--- config.mk ---
export PLATFORM = sky130hd
export DESIGN_NAME = draw_player_anim_flat
export DESIGN_NICKNAME = d
export VERILOG_FILES = /design/src/rtl/draw_player_anim_if.sv /design/src/rtl/draw_player_anim.sv /design/src/flat_wrapper.sv
export SDC_FILE = /design/constraint.sdc
export NUM_CORES = 1
export LEC_CHECK = 0
export ABC_AREA = 1
export BUFFER_PORTS_ARGS = -buffer_cell sky130_fd_sc_hd__buf_2
export CAP_MARGIN = 10
export CORE_MARGIN = 2
export CORE_UTILIZATION = 52
export DETAILED_ROUTE_END_ITERATION = 12
export PLACE_DENSITY = 0.77
export SYNTH_ARGS = -nofsm -noshare
export SYNTH_HDL_FRONTEND = slang
export SYNTH_SLANG_ARGS = --single-unit
--- constraint.sdc ---
create_clock -name clk -period 2.6 [get_ports clk]
set_clock_uncertainty 0.15 [all_clocks]
set_input_delay 0 -clock clk [delete_from_list [all_inputs] [get_ports clk]]
set_output_delay 0 -clock clk [all_outputs]
set_load 0.005 [all_outputs]
--- src/rtl/draw_player_anim_if.sv ---
// Player state enum and the VGA stream bundle shared by the render chain.
// Each stage takes vga_if.in and drives vga_if.out.
package state_pkg;
  typedef enum logic [1:0] {
    IDLE  = 2'd0,
    LEFT  = 2'd1,
    RIGHT = 2'd2
  } State;
endpackage

interface vga_if;
  logic [10:0] vcount;
  logic [10:0] hcount;
  logic        vsync;
  logic        hsync;
  logic        vblnk;
  logic        hblnk;
  logic [11:0] rgb;

  modport in (
    input vcount, hcount, vsync, hsync,
    input vblnk, hblnk, rgb
  );
  modport out (
    output vcount, hcount, vsync, hsync,
    output vblnk, hblnk, rgb
  );
endinterface

--- src/rtl/draw_player_anim.sv ---
// Animated player sprite overlay, 2-cycle pipeline, frame-latched pose.
// Optional 1-pixel outline when DRAW_PLAYER_OUTLINE_EN is defined.
module draw_player_anim
  import state_pkg::*;
#(
  parameter int W            = 40,
  parameter int BODY_H       = 60,
  parameter int LEG_H        = 20,
  parameter int Y_BASE       = 420,
  parameter int EYE_SIZE     = 6,
  parameter int STEP_FRAMES  = 8,
  parameter int BLINK_PERIOD = 120,
  parameter int BLINK_LEN    = 6,
  parameter logic [11:0] COLOR_BODY = 12'hFFF,
  parameter logic [11:0] COLOR_EYE  = 12'h000
) (
  input  logic        clk,
  input  logic        rst_n,
  vga_if.in           vga_in,
  vga_if.out          vga_out,
  input  logic [11:0] xpos_player,
  input  logic [11:0] ypos_player,
  input  State        state
);
  localparam int H  = BODY_H + LEG_H;
  localparam int EL = W / 4 - EYE_SIZE / 2;
  localparam int ER = 3 * W / 4 - EYE_SIZE / 2;
  localparam int EY = 20;
  localparam int SW = $clog2(STEP_FRAMES + 1);
  localparam int BW = $clog2(BLINK_PERIOD + 1);

  logic [11:0] x_l;
  logic [11:0] y_l;
  State        st_l;
  logic [SW-1:0] step_cnt;
  logic          phase;
  logic [BW-1:0] blink_cnt;
  logic          blink;
  logic          vblnk_d;
  logic          tick;

  assign tick = vga_in.vblnk && !vblnk_d;

  always_ff @(posedge clk or negedge rst_n) begin
    if (!rst_n) begin
      vblnk_d   <= 1'b0;
      x_l       <= '0;
      y_l       <= 12'(Y_BASE);
      st_l      <= IDLE;
      step_cnt  <= '0;
      phase     <= 1'b0;
      blink_cnt <= '0;
      blink     <= 1'b0;
    end else begin
      vblnk_d <= vga_in.vblnk;
      if (tick) begin
        x_l  <= xpos_player;
        y_l  <= 12'(Y_BASE) + ypos_player;
        st_l <= state;
        if (state != st_l || st_l == IDLE) begin
          step_cnt <= '0;
          phase    <= 1'b0;
        end else if (step_cnt == SW'(STEP_FRAMES - 1)) begin
          step_cnt <= '0;
          phase    <= ~phase;
        end else begin
          step_cnt <= step_cnt + 1'b1;
        end
        if (blink_cnt == BW'(BLINK_PERIOD - 1))
          blink_cnt <= '0;
        else
          blink_cnt <= blink_cnt + 1'b1;
        blink <= (blink_cnt < BW'(BLINK_LEN))
                 && (state == IDLE);
      end
    end
  end

  // Signed offsets keep off-screen parts clipped
  logic signed [12:0] rx;
  logic signed [12:0] ry;
  int   rxi;
  int   ryi;
  logic in_box;
`ifdef DRAW_PLAYER_OUTLINE_EN
  logic near;
`endif

  always_comb begin
    rx = $signed({2'b00, vga_in.hcount})
       - $signed({1'b0, x_l});
    ry = $signed({2'b00, vga_in.vcount})
       - $signed({1'b0, y_l});
    rxi = int'(rx);
    ryi = int'(ry);
    in_box = (rxi >= 0) && (rxi < W)
          && (ryi >= 0) && (ryi < H);
`ifdef DRAW_PLAYER_OUTLINE_EN
    near = (rxi >= -1) && (rxi <= W)
        && (ryi >= -1) && (ryi <= H);
`endif
  end

  logic [10:0] s1_v, s1_h;
  logic        s1_vs, s1_hs, s1_vb, s1_hb;
  logic [11:0] s1_rgb;
  logic signed [12:0] s1_rx, s1_ry;
  logic        s1_in_box;
  State        s1_st;
  logic        s1_phase;
  logic        s1_blink;
`ifdef DRAW_PLAYER_OUTLINE_EN
  logic        s1_near;
`endif

  // Pose travels with the pixel so a tick never splits it
  always_ff @(posedge clk or negedge rst_n) begin
    if (!rst_n) begin
      s1_v      <= '0;
      s1_h      <= '0;
      s1_vs     <= 1'b0;
      s1_hs     <= 1'b0;
      s1_vb     <= 1'b0;
      s1_hb     <= 1'b0;
      s1_rgb    <= '0;
      s1_rx     <= '0;
      s1_ry     <= '0;
      s1_in_box <= 1'b0;
      s1_st     <= IDLE;
      s1_phase  <= 1'b0;
      s1_blink  <= 1'b0;
`ifdef DRAW_PLAYER_OUTLINE_EN
      s1_near   <= 1'b0;
`endif
    end else begin
      s1_v      <= vga_in.vcount;
      s1_h      <= vga_in.hcount;
      s1_vs     <= vga_in.vsync;
      s1_hs     <= vga_in.hsync;
      s1_vb     <= vga_in.vblnk;
      s1_hb     <= vga_in.hblnk;
      s1_rgb    <= vga_in.rgb;
      s1_rx     <= rx;
      s1_ry     <= ry;
      s1_in_box <= in_box;
      s1_st     <= st_l;
      s1_phase  <= phase;
      s1_blink  <= blink;
`ifdef DRAW_PLAYER_OUTLINE_EN
      s1_near   <= near;
`endif
    end
  end

  int   rx2;
  int   ry2;
  int   ax;
  logic eye_idle;
  logic leg0;
  logic leg1;
  logic [11:0] rgb_nx;

  always_comb begin
    rx2 = int'(s1_rx);
    ry2 = int'(s1_ry);
    ax  = (s1_st == LEFT) ? (W - 1 - rx2) : rx2;
    eye_idle = (ry2 >= EY) && (ry2 < EY + EYE_SIZE)
      && (((ax >= EL) && (ax < EL + EYE_SIZE))
       || ((ax >= ER) && (ax < ER + EYE_SIZE)));
    leg0 = (ry2 >= BODY_H)
      && ((ax < W * 3 / 8) || (ax >= W * 5 / 8));
    leg1 = (ry2 >= BODY_H)
      && (ax >= W / 2 - 8) && (ax < W / 2 + 8);
    rgb_nx = s1_rgb;
    if (s1_in_box) begin
      if (s1_st == IDLE) begin
        if (eye_idle)
          rgb_nx = s1_blink ? COLOR_BODY : COLOR_EYE;
        else if ((ry2 < BODY_H) || leg0)
          rgb_nx = COLOR_BODY;
      end else begin
        if ((ax < W - 15) && (ry2 < BODY_H))
          rgb_nx = COLOR_BODY;
        else if ((ax >= W - 15) && (ax < W - 10)
              && (ry2 >= 5) && (ry2 < 35))
          rgb_nx = COLOR_EYE;
        else if (s1_phase ? leg1 : leg0)
          rgb_nx = COLOR_BODY;
      end
    end
`ifdef DRAW_PLAYER_OUTLINE_EN
    else if (s1_near) begin
      rgb_nx = COLOR_EYE;
    end
`endif
  end

  always_ff @(posedge clk or negedge rst_n) begin
    if (!rst_n) begin
      vga_out.vcount <= '0;
      vga_out.hcount <= '0;
      vga_out.vsync  <= 1'b0;
      vga_out.hsync  <= 1'b0;
      vga_out.vblnk  <= 1'b0;
      vga_out.hblnk  <= 1'b0;
      vga_out.rgb    <= '0;
    end else begin
      vga_out.vcount <= s1_v;
      vga_out.hcount <= s1_h;
      vga_out.vsync  <= s1_vs;
      vga_out.hsync  <= s1_hs;
      vga_out.vblnk  <= s1_vb;
      vga_out.hblnk  <= s1_hb;
      vga_out.rgb    <= rgb_nx;
    end
  end
endmodule

--- src/flat_wrapper.sv ---
// flat-port wrapper written by rule: the top's interface ports become plain ports
module draw_player_anim_flat import state_pkg::*;
#(
  parameter int W            = 40,
  parameter int BODY_H       = 60,
  parameter int LEG_H        = 20,
  parameter int Y_BASE       = 420,
  parameter int EYE_SIZE     = 6,
  parameter int STEP_FRAMES  = 8,
  parameter int BLINK_PERIOD = 120,
  parameter int BLINK_LEN    = 6,
  parameter logic [11:0] COLOR_BODY = 12'hFFF,
  parameter logic [11:0] COLOR_EYE  = 12'h000
)
  (clk, rst_n, xpos_player, ypos_player, state, vga_in_vcount, vga_in_hcount, vga_in_vsync, vga_in_hsync, vga_in_vblnk, vga_in_hblnk, vga_in_rgb, vga_out_vcount, vga_out_hcount, vga_out_vsync, vga_out_hsync, vga_out_vblnk, vga_out_hblnk, vga_out_rgb);
  vga_if vga_in_i ();
  vga_if vga_out_i ();
  input  logic clk;
  input  logic rst_n;
  input  logic [11:0] xpos_player;
  input  logic [11:0] ypos_player;
  input  State state;
  input wire logic [$bits(vga_in_i.vcount)-1:0] vga_in_vcount;
  input wire logic [$bits(vga_in_i.hcount)-1:0] vga_in_hcount;
  input wire logic [$bits(vga_in_i.vsync)-1:0] vga_in_vsync;
  input wire logic [$bits(vga_in_i.hsync)-1:0] vga_in_hsync;
  input wire logic [$bits(vga_in_i.vblnk)-1:0] vga_in_vblnk;
  input wire logic [$bits(vga_in_i.hblnk)-1:0] vga_in_hblnk;
  input wire logic [$bits(vga_in_i.rgb)-1:0] vga_in_rgb;
  output wire logic [$bits(vga_out_i.vcount)-1:0] vga_out_vcount;
  output wire logic [$bits(vga_out_i.hcount)-1:0] vga_out_hcount;
  output wire logic [$bits(vga_out_i.vsync)-1:0] vga_out_vsync;
  output wire logic [$bits(vga_out_i.hsync)-1:0] vga_out_hsync;
  output wire logic [$bits(vga_out_i.vblnk)-1:0] vga_out_vblnk;
  output wire logic [$bits(vga_out_i.hblnk)-1:0] vga_out_hblnk;
  output wire logic [$bits(vga_out_i.rgb)-1:0] vga_out_rgb;
  assign vga_in_i.vcount = vga_in_vcount;
  assign vga_in_i.hcount = vga_in_hcount;
  assign vga_in_i.vsync = vga_in_vsync;
  assign vga_in_i.hsync = vga_in_hsync;
  assign vga_in_i.vblnk = vga_in_vblnk;
  assign vga_in_i.hblnk = vga_in_hblnk;
  assign vga_in_i.rgb = vga_in_rgb;
  assign vga_out_vcount = vga_out_i.vcount;
  assign vga_out_hcount = vga_out_i.hcount;
  assign vga_out_vsync = vga_out_i.vsync;
  assign vga_out_hsync = vga_out_i.hsync;
  assign vga_out_vblnk = vga_out_i.vblnk;
  assign vga_out_hblnk = vga_out_i.hblnk;
  assign vga_out_rgb = vga_out_i.rgb;
  draw_player_anim #(.W(W), .BODY_H(BODY_H), .LEG_H(LEG_H), .Y_BASE(Y_BASE), .EYE_SIZE(EYE_SIZE), .STEP_FRAMES(STEP_FRAMES), .BLINK_PERIOD(BLINK_PERIOD), .BLINK_LEN(BLINK_LEN), .COLOR_BODY(COLOR_BODY), .COLOR_EYE(COLOR_EYE)) u_core (.clk(clk), .rst_n(rst_n), .vga_in(vga_in_i), .vga_out(vga_out_i), .xpos_player(xpos_player), .ypos_player(ypos_player), .state(state));
endmodule
==> results.py <==
metrics = {
    "detailed_routing": {
        "vias_per_cell": 4.94,
        "drt_wl_total_um": 15300,
        "drtIter0Drc": 330,
        "postRouteAntennaNets": 0,
        "num_vias": 5848,
        "wire_per_inst_um": 12.9,
        "dr.pass1.iters": 5,
        "drc": 0,
    },
    "yosys": {
        "netlist_top_cells_count": "210 x nand2_1, 142 x dfrtp_1, 116 x inv_1",
        "synthTopCellsByArea": "dfrtp_1 51%, nand2_1 11%, inv_1 6.3%",
        "synth_area_mm2": 0.00696,
        "yosys_register_bits": 146,
        "yosysMostFrequentCell": "nand2_1",
        "synth_edf_count": 0,
        "synth.distinct_cells": 47,
        "synthArstFlopShare_pct": 100,
        "syn_avg_cell_area_um2": 8.84,
        "syn_nets": 881,
        "synthFlopType": "dfrtp_1",
        "synth_seq_area_share_pct": 52.6,
        "syn_inst": 787,
        "synth_top_area_cell": "dfrtp_1",
        "netlist.area_leader.share_pct": 51.1,
        "ys_warn_count": 0,
    },
    "cts": {
        "clk_path_buf_depth": 2,
        "cts-htree-levels": 4,
        "numCtsBuffers": 17,
        "cts.sinks": 146,
        "cts-root-buf": "clkbuf_16",
        "clkSlewWorstSetupHoldPaths_ns": 0.06,
        "clock_latency_ns": 0.42,
        "cts_tree": "built",
    },
    "grt": {
        "antenna_found_initial": 0,
        "gr-total-overflow": 0,
        "grt_pass1_wl_um": 25600,
        "grt_usage_pct": 22.4,
        "grt_pass1_vias": 5813,
        "grt_max_degree": 63,
    },
    "final_layout": {
        "area_growth_pct": 35.0,
        "fin_cells": 1185,
        "antennaDiodeCount": 0,
        "layout-drive-gt1-share_pct": 23.2,
        "fillers": 935,
        "stdcell_area_mm2": 0.00939,
        "multiInputGateArea_mm2": 0.00287,
        "fin_nets": 1091,
        "final-seq-area_mm2": 0.00366,
    },
    "floorplanning": {
        "die-area_mm2": 0.0143,
        "dieWidth_um": 120,
        "ioPinCount": 104,
        "row_count": 42,
        "coreArea_mm2": 0.0131,
        "die_h_um": 120,
        "initial_core_util_pct": 53.0,
    },
    "power": {
        "power.share.sequential_pct": 38.9,
        "power_density_mw_per_mm2": 760,
        "p_clk_share_pct": 33.4,
        "power.share.switching_pct": 32.3,
        "combPwrFrac_pct": 27.7,
        "switchingPower_mw": 2.30,
        "internal_power_mw": 4.83,
        "power_leakage_nw": 4.83,
        "peakVddDrop_uv": 536,
    },
    "place": {
        "portBuffers": 103,
        "dp_hpwl_um": 9500,
        "gp_congestion": 0.857,
        "postPlaceCellArea_mm2": 0.00776,
        "dp.cells": 1067,
    },
    "critical_path": {
        "critPathKind": "reg -> reg",
        "r2r_cells": 19,
        "worstSetupStartpointType": "register",
        "required_ns": 2.80,
        "cp_max_fo": 6,
        "cp-end-kind": "register",
        "reg2reg_slack_ns": 0.1,
        "r2r-end": "u_core.vga_out.rgb[3]",
        "cp.arrival_ns": 2.70,
        "worstReg2RegStart": "u_core.s1_rx[4]",
    },
    "sta": {
        "worstMarginPinSlew_ns": 0.662,
        "tns_ns": 0,
        "post-route-min-period_ns": 2.50,
        "fin_crit_sh_pct": 96.2,
        "slew_violations": 0,
        "maxSlewHeadroom_pct": 55.8,
        "setup_viol": 0,
        "max_freq_mhz": 400,
        "rsz0062_at_grt": "true",
        "hold_viol_final": 0,
    },
    "min_path": {
        "min_from": "vga_in_rgb[6]",
        "min_path_type": "in -> reg",
        "min_to": "u_core.s1_rgb[6]",
        "hold_depth": 2,
    },
    "run": {
        "cap_violations": 0,
    },
    "status": {
        "status": "finished clean",
    },
}
cell usage in the layout, fill, tap and decap left out, types with 7 or more instances in the layout:
| cell | netlist | routed |
|---|---|---|
| nand2_1 | 210 | 203 |
| dfrtp_1 | 142 | 142 |
| inv_1 | 116 | 114 |
| buf_2 | 4 | 102 |
| dlygate4sd3_1 | 0 | 77 |
| nand3_1 | 49 | 43 |
| nor2_1 | 47 | 43 |
| a21oi_1 | 31 | 30 |
| o21ai_0 | 34 | 30 |
| ha_1 | 26 | 22 |
| buf_4 | 1 | 21 |
| xor2_1 | 20 | 20 |
| clkbuf_16 | 0 | 17 |
| inv_2 | 10 | 12 |
| nand2_2 | 6 | 12 |
| nand4_1 | 9 | 9 |
| xnor2_1 | 8 | 8 |
| nand3_2 | 3 | 8 |
| nor3_1 | 7 | 7 |
per-stage QoR:
step | total power, mW | utilization [%] | hold WS, ns | setup slack (ns)
after floorplan | 3.98 | - | -0.446 | 0.153
after global placement | 4.42 | 59.1 | -0.184 | -0.0809
after detailed placement | 4.45 | 59.1 | -0.185 | -0.126
after CTS | 6.97 | 69.6 | 0.0539 | 0.0424
after global routing | 7.58 | 71.5 | 0.0565 | -0.0684
final | 7.13 | 71.5 | 0.0690 | 0.0994
per-layer routing:
| metal | share of wire (%) | global-route usage [%] | vias up |
|---|---|---|---|
| met5 | 0 | 0 | - |
| met2 | 52 | 40.3 | 150 |
| li1 | - | - | 2892 |
| met3 | 4.0 | 5.32 | 25 |
| met4 | 1.6 | 6.76 | 0 |
| met1 | 42 | 26.5 | 2781 |
power groups by stage:
stage	clock network, mW	registers [mW]	logic [mW]
after detailed placement	0	2.80	1.65
after floorplan	0	2.77	1.21
final	2.38	2.78	1.97
after CTS	2.43	2.77	1.78
after global placement	0	2.80	1.62
after global routing	2.54	2.81	2.24
worst max-delay path, cell delays in order, from the launching register on:
cell,delay (ns)
dfrtp_1,0.38
inv_2,0.06
ha_4,0.15
inv_1,0.08
nand2_2,0.09
nand3_2,0.09
nand2_2,0.07
nand2_1,0.11
nand2_2,0.08
a21oi_4,0.15
buf_4,0.13
nand3_2,0.07
nor2_2,0.11
nand4_1,0.16
buf_4,0.21
nand3_1,0.08
nand2_1,0.05
nand2_1,0.05
nand3_1,0.07
nand2_1,0.10
flip-flops by register name, summed over array words and instances (netlist names), 12 cells and up:
name and cells:
u_core.s1_rgb 12, u_core.s1_rx 13, u_core.s1_ry 13, u_core.vga_out.rgb 12, u_core.x_l 12, u_core.y_l 12
what timing repair did:
action | 4_1_cts | 5_1_grt
setup buffers | 0 | 8
hold buffers | 78 | 0
gates cloned | 0 | 1
setup endpoints to repair | 13 | 15
gates resized for setup | 4 | 39
endpoints found under the hold margin | 233 | 0
pin swaps | 0 | 20
worst max-delay path by stage:
stage,startpoint,endpoint,cells past startpoint
floorplan,u_core.y_l[0],u_core.s1_in_box,12
global placement,u_core.s1_rx[4],u_core.vga_out.rgb[0],18
detailed placement,u_core.s1_rx[4],u_core.vga_out.rgb[3],17
CTS,u_core.s1_rx[4],u_core.vga_out.rgb[7],20
global route,u_core.s1_rx[4],u_core.vga_out.rgb[7],19
finish,u_core.s1_rx[4],u_core.vga_out.rgb[3],19
area by class of cell:
cell class | instances | share of cell area (%)
clock buffers | 17 | 4.53
multi-input cells | 497 | 30.6
well taps | 176 | 2.35
inverters | 127 | 5.10
clock inverters | 14 | 1.67
repair buffers | 208 | 16.8
flip-flops and latches | 146 | 39.0
kinds of logic after synthesis:
family / share of synthesized area (%)
AND/OR/NAND/NOR: 22.5
AO/OA/AOI/OAI: 7.30
XOR/XNOR: 3.99
adder cells (fa/ha/maj): 5.25
flip-flops: 52.6
buffers and inverters: 8.33
(Power assumes the default switching activity.)
